===== config.mk =====
export PLATFORM = sky130hd
export DESIGN_NAME = median_win_ctrl
export DESIGN_NICKNAME = d
export VERILOG_FILES = /design/src/rtl/median_pkg.sv /design/src/rtl/median_vld_pipe.sv /design/src/rtl/median_win_ctrl.sv
export SDC_FILE = /design/constraint.sdc
export NUM_CORES = 1
export LEC_CHECK = 0
export ABC_AREA = 1
export BUFFER_PORTS_ARGS = -buffer_cell sky130_fd_sc_hd__buf_2
export CELL_PAD_IN_SITES_DETAIL_PLACEMENT = 1
export CELL_PAD_IN_SITES_GLOBAL_PLACEMENT = 2
export CORE_MARGIN = 5
export CORE_UTILIZATION = 35
export CTS_BUF_LIST = sky130_fd_sc_hd__clkbuf_4 sky130_fd_sc_hd__clkbuf_8 sky130_fd_sc_hd__clkbuf_16
export CTS_CLUSTER_DIAMETER = 80
export DETAILED_ROUTE_END_ITERATION = 10
export PLACE_DENSITY = 0.88
export SYNTH_ARGS = -nofsm -noshare
export SYNTH_HDL_FRONTEND = slang
export SYNTH_HIERARCHICAL = 1
export SYNTH_SLANG_ARGS = --single-unit

===== constraint.sdc =====
create_clock -name clk -period 3.5 [get_ports clk]
set_input_delay 0.525 -clock clk [delete_from_list [all_inputs] [get_ports clk]]
set_output_delay 0.525 -clock clk [all_outputs]
set_load 0.05 [all_outputs]

===== src/rtl/median_pkg.sv =====
// Shared types and constants for the 3x3 median filter sequencer.
package median_pkg;

    typedef enum logic [1:0] {
        IDLE  = 2'd0,
        RUN   = 2'd1,
        FLUSH = 2'd2
    } state_t;

    localparam int unsigned SORT_LAT = 3;

    typedef struct packed {
        logic sof;
        logic eol;
        logic border;
    } flag_t;

    localparam int unsigned FLAG_W = $bits(flag_t);

endpackage


===== src/rtl/median_vld_pipe.sv =====
// Fixed-latency shift register carrying valid and flag bits alongside the sort network.
module median_vld_pipe #(
    parameter int unsigned DEPTH = 3,
    parameter int unsigned WIDTH = 4
) (
    input  logic             clk,
    input  logic             rst_n,
    input  logic [WIDTH-1:0] din,
    output logic [WIDTH-1:0] dout
);

    logic [WIDTH-1:0] stg [DEPTH];

    always_ff @(posedge clk or negedge rst_n) begin
        if (!rst_n) begin
            for (int unsigned i = 0; i < DEPTH; i++) begin
                stg[i] <= '0;
            end
        end else begin
            stg[0] <= din;
            for (int unsigned i = 1; i < DEPTH; i++) begin
                stg[i] <= stg[i-1];
            end
        end
    end

    assign dout = stg[DEPTH-1];

endmodule


===== src/rtl/median_win_ctrl.sv =====
// 3x3 median window sequencer: pixel position counting, line-buffer/window control,
// and flag alignment with the sort network output, including end-of-frame flush.
module median_win_ctrl #(
    parameter int unsigned IMG_W    = 640,
    parameter int unsigned IMG_H    = 480,
    parameter int unsigned ADDR_W   = 10,
    parameter int unsigned SORT_LAT = median_pkg::SORT_LAT
) (
    input  logic              clk,
    input  logic              rst_n,
    input  logic              in_valid,
    input  logic              in_sof,
    output logic              in_ready,
    output logic              lb_wr_en,
    output logic [ADDR_W-1:0] lb_addr,
    output logic              shift_en,
    output logic              out_valid,
    output logic              out_sof,
    output logic              out_eol,
    output logic              border_sel,
    output logic              busy,
    output logic              frame_err
);
    import median_pkg::*;

    localparam int unsigned ROW_W  = $clog2(IMG_H);
    localparam int unsigned FL_W   = $clog2(IMG_W + 1);
    localparam int unsigned PIPE_W = 1 + FLAG_W;

    state_t            state;
    state_t            state_nxt;
    logic [ADDR_W-1:0] col;
    logic [ROW_W-1:0]  row;
    logic [ADDR_W-1:0] cc;
    logic [ROW_W-1:0]  cr;
    logic [FL_W-1:0]   fl_cnt;
    logic              take_sof;
    logic              take_px;
    logic              last_px;
    logic              fl_done;
    logic              win_vld;
    flag_t             win_flags;
    flag_t             out_flags;
    logic [PIPE_W-1:0] stage_q;
    logic [PIPE_W-1:0] pipe_q;
    logic              err_q;

    assign last_px = take_px && !take_sof && (state == RUN) &&
                     (row == ROW_W'(IMG_H - 1)) && (col == ADDR_W'(IMG_W - 1));
    assign fl_done = (fl_cnt == FL_W'(IMG_W));

    always_ff @(posedge clk or negedge rst_n) begin
        if (!rst_n) state <= IDLE;
        else        state <= state_nxt;
    end

    always_comb begin
        state_nxt = state;
        unique case (state)
            IDLE:    if (take_sof) state_nxt = RUN;
            RUN:     if (last_px)  state_nxt = FLUSH;
            FLUSH:   if (fl_done)  state_nxt = IDLE;
            default: state_nxt = IDLE;
        endcase
    end

    // Handshake and per-cycle datapath strobes; only RUN counts non-sof pixels.
    always_comb begin
        in_ready = 1'b1;
        busy     = 1'b0;
        take_sof = 1'b0;
        take_px  = 1'b0;
        unique case (state)
            IDLE: begin
                take_sof = in_valid & in_sof;
                take_px  = in_valid & in_sof;
            end
            RUN: begin
                busy     = 1'b1;
                take_sof = in_valid & in_sof;
                take_px  = in_valid;
            end
            FLUSH: begin
                in_ready = 1'b0;
                busy     = 1'b1;
            end
            default: ;
        endcase
        lb_wr_en = take_px;
        lb_addr  = take_sof ? '0 : col;
        shift_en = take_px | (state == FLUSH);
    end

    // Next input position; sof pixel is (0,0) so the counter resumes at column 1.
    always_ff @(posedge clk or negedge rst_n) begin
        if (!rst_n) begin
            col    <= '0;
            row    <= '0;
            fl_cnt <= '0;
        end else begin
            if (take_sof) begin
                col <= ADDR_W'(1);
                row <= '0;
            end else if (take_px) begin
                if (col == ADDR_W'(IMG_W - 1)) begin
                    col <= '0;
                    row <= (row == ROW_W'(IMG_H - 1)) ? '0 : row + ROW_W'(1);
                end else begin
                    col <= col + ADDR_W'(1);
                end
            end
            if (state == FLUSH) fl_cnt <= fl_done ? '0 : fl_cnt + FL_W'(1);
        end
    end

    // A full window exists once the linear index reaches IMG_W+1; flush cycles always complete one.
    assign win_vld = (state == FLUSH) ||
                     (take_px && !take_sof &&
                      ((row >= ROW_W'(2)) || ((row == ROW_W'(1)) && (col != '0))));

    // Centre position tracked incrementally alongside the window stream.
    always_ff @(posedge clk or negedge rst_n) begin
        if (!rst_n) begin
            cc <= '0;
            cr <= '0;
        end else if (take_sof) begin
            cc <= '0;
            cr <= '0;
        end else if (win_vld) begin
            if (cc == ADDR_W'(IMG_W - 1)) begin
                cc <= '0;
                cr <= (cr == ROW_W'(IMG_H - 1)) ? '0 : cr + ROW_W'(1);
            end else begin
                cc <= cc + ADDR_W'(1);
            end
        end
    end

    always_comb begin
        win_flags.sof    = (cr == '0) && (cc == '0);
        win_flags.eol    = (cc == ADDR_W'(IMG_W - 1));
        win_flags.border = (cr == '0) || (cr == ROW_W'(IMG_H - 1)) ||
                           (cc == '0) || (cc == ADDR_W'(IMG_W - 1));
    end

    always_ff @(posedge clk or negedge rst_n) begin
        if (!rst_n) begin
            stage_q <= '0;
            err_q   <= 1'b0;
        end else begin
            stage_q <= win_vld ? {1'b1, win_flags} : '0;
            err_q   <= (state == RUN) && take_sof;
        end
    end

    median_vld_pipe #(
        .DEPTH (SORT_LAT),
        .WIDTH (PIPE_W)
    ) u_vld_pipe (
        .clk   (clk),
        .rst_n (rst_n),
        .din   (stage_q),
        .dout  (pipe_q)
    );

    assign out_flags  = flag_t'(pipe_q[FLAG_W-1:0]);
    assign out_valid  = pipe_q[PIPE_W-1];
    assign out_sof    = out_flags.sof;
    assign out_eol    = out_flags.eol;
    assign border_sel = out_flags.border;
    assign frame_err  = err_q;

endmodule


==> results.cfg <==
[detailed_routing]
ant_nets = 0
drc = 0
wl_per_cell_um = 14.4
drt_first_pass_iters = 4
vias = 3161
drtIter0Drc = 105
vias_per_cell = 4.88
drt-total-wl_mm = 9.36

[sta]
rsz0062_at_grt = false
drv_slew = 0
hold_ws_ns = 0.177
tns_ns = 0
hold_viol = 0
setup_viol = 0
fin_crit_sh_pct = 77.0
finalClockSkew_ns = 0.0111
worstMarginPinSlew_ns = 0.858
finalCriticalPeriod_ns = 2.70
slew_headroom_pct = 42.4
fmax_mhz = 371

[synth]
async_reset_ff_share_pct = 100
synth.largest_area_cell = dfrtp_1
yosys.area_share.xor_xnor_pct = 2.37
synth_compound_area_share_pct = 6.90
synthMuxAreaShare_pct = 0
yosys-top-cells-area = dfrtp_1, nand2_1, nor2_1
synthFlopType = dfrtp_1
synth_edf_count = 0
yosys.area_share.simple_pct = 31.5
ys_warn_count = 6
synth_fp_nets = 503
synth.top_cell.area_share_pct = 45.3
seq_area_frac_synth_pct = 45.3
synthAdderAreaFrac_pct = 4.74
synth_cell_types = 34
syn-cell-area_um2 = 3700
syn_inst = 485
synth_top_family_by_area = simple AND/OR/NAND/NOR gates
ys_ff_latch = 67
synth_area_per_cell_um2 = 7.62

[job]
drv_cap = 0

[cts]
clockRootBuffer = clkbuf_8
cts-htree-levels = 3
cts.sinks = 67
clk_pin_slew_worst_paths_ns = 0.08
cts_tree = done
cts_buffers = 9
postCtsSetupRepairBufs = 0
cts_hold_buf = 0
clockBufferDepth = 2
cts_resized = 0
worstSkewPairLatency_ns = 0.35

[status]
status = finished, final reports clean

[floorplan]
die_width_um = 113
ios = 23
start_util_pct = 35.8
rows = 37
coreArea_um2 = 10300
die_area_um2 = 12700
die_h_um = 113

[power_and_ir_drop]
powerDensity_nw_per_um2 = 715
p_leak_nw = 2.03
vdd_ir_drop_max_mv = 0.390

[cells_and_area]
final.fill_count = 1301
area_growth_pct = 10.7
diodes = 0
final_nets = 525
layout-drive-gt1-share_pct = 10.4

[min_path]
hp-class = primary input to async pin

[worst_setup_path]
cp.required_ns = 2.97
crit_type = flop to output pin
path_max_fanout = 13
endpoint_kind = output pin
arrival_ns = 2.17
start_kind = flop
rrSetupSlack_ns = 0.85

[placement]
io_buffer_count = 22
dp_hpwl_mm = 6.86
routabilityCongestion = 0.799

[global_route]
grt_first_pass_wirelength_mm = 16.2
grt_max_degree = 46
grt_pass1_vias = 3328
grtUsageTotal_pct = 15.5
grt_antenna_before_repair = 0
grt-ovfl-total = 0
synthesized netlist by cell type, types with 2 or more instances:
master    instances
nor2_1           68
clkbuf_1          2
buf_2             6
xor2_1            9
nand3b_1          5
inv_1            62
o21ai_1           7
ha_1             14
a21oi_1          10
nand3_1          45
nand2_1         111
o21ai_0          20
dfrtp_1          67
nand2_2           2
inv_2             6
nor3b_1           2
nand4_1          15
nor3_1           15
buf_4             4
layout by cell type (no fill, tap or decap):
master	n
a211oi_1	1
a21boi_0	1
a21o_1	1
a21oi_1	10
a21oi_4	1
a31oi_1	1
buf_2	22
buf_4	2
clkbuf_8	10
clkinv_1	1
clkinv_2	3
clkinv_4	1
clkinvlp_4	1
dfrtp_1	67
ha_1	14
inv_1	62
inv_2	6
inv_6	1
nand2_1	111
nand2_2	2
nand2_4	1
nand3_1	45
nand3_2	1
nand3b_1	5
nand4_1	15
nor2_1	68
nor3_1	15
nor3b_1	2
nor4_1	1
o21ai_0	20
o21ai_1	7
o21ai_2	1
o31ai_1	1
o32ai_1	1
or2_2	1
xnor2_1	1
xor2_1	9
worst paths after layout:
path / from / end / cells past startpoint
max in group asynchronous: rst_n / u_vld_pipe/dout[2]$_DFF_PN0_ / 2
min in group clk: stage_q[2]$_DFF_PN0_ / u_vld_pipe/stg[10]$_DFF_PN0_ / 0
setup reg to reg: state[1]$_DFFE_PN0P_ / cr[6]$_DFFE_PN0P_ / 12
hold reg to reg: stage_q[2]$_DFF_PN0_ / u_vld_pipe/stg[10]$_DFF_PN0_ / 0
setup / recovery: state[0]$_DFFE_PN0P_ / shift_en / 7
hold / removal: rst_n / cr[7]$_DFFE_PN0P_ / 1
metal layers:
metal  GRT usage [%]  up-vias  share of wire [%]
li1                -     1585                  -
met5               0        -                  0
met2            25.9       30                 48
met3            2.51       10                2.4
met4            6.09        0                1.5
met1            20.2     1536                 48
flip-flops by register name, indices dropped and copies added, names as in the netlist, 4 cells and up:
signal,flops
fl_cnt,10
stage_q,4
u_vld_pipe/dout,4
u_vld_pipe/stg,8
cc,10
cr,9
row,9
col,10
critical path: stages, from the launching register on:
cell,delay [ns]
dfrtp_1,0.41
inv_1,0.10
ha_1,0.22
inv_2,0.08
o21ai_2,0.49
inv_1,0.17
nand2_1,0.09
buf_2,0.27
power breakdown:
| part | switching [mW] | internal (mW) | total [mW] |
|---|---|---|---|
| sequential | 0.176 | 0.965 | 1.14 |
| combinational | 0.854 | 0.334 | 1.19 |
| clock | 0.321 | 0.276 | 0.597 |
| total | 1.35 | 1.58 | 2.93 |
cell type report:
class	instances	area, µm²	area share, %
clock inverters	6	40.0	0.979
clock buffers	10	138	3.36
flip-flops and latches	67	1680	41.0
well taps	136	170	4.16
inverters	69	259	6.33
repair buffers	24	125	3.06
multi-input cells	336	1680	41.1
cell families after synthesis:
| logic type | Yosys count |
|---|---|
| compound gates | 45 |
| xor+xnor | 10 |
| fa+ha+maj | 14 |
| buf+inv | 82 |
| flops | 67 |
| simple gates | 267 |
per-stage QoR:
| step | cells | power, mW | setup slack [ns] | util (%) | instance area, µm² |
|---|---|---|---|---|---|
| final | 648 | 2.93 | 0.803 | 39.6 | 4090 |
| after global routing | 648 | 3.17 | 0.568 | 39.6 | 4090 |
| after CTS | 648 | 2.96 | 0.786 | 39.6 | 4090 |
| after detailed placement | 632 | 2.35 | 0.840 | 37.9 | 3910 |
| after global placement | 632 | 2.30 | 1.01 | 37.9 | 3910 |
| after floorplan | 485 | 2.06 | 1.16 | - | 3700 |
Power figures use the tool's default switching activity.
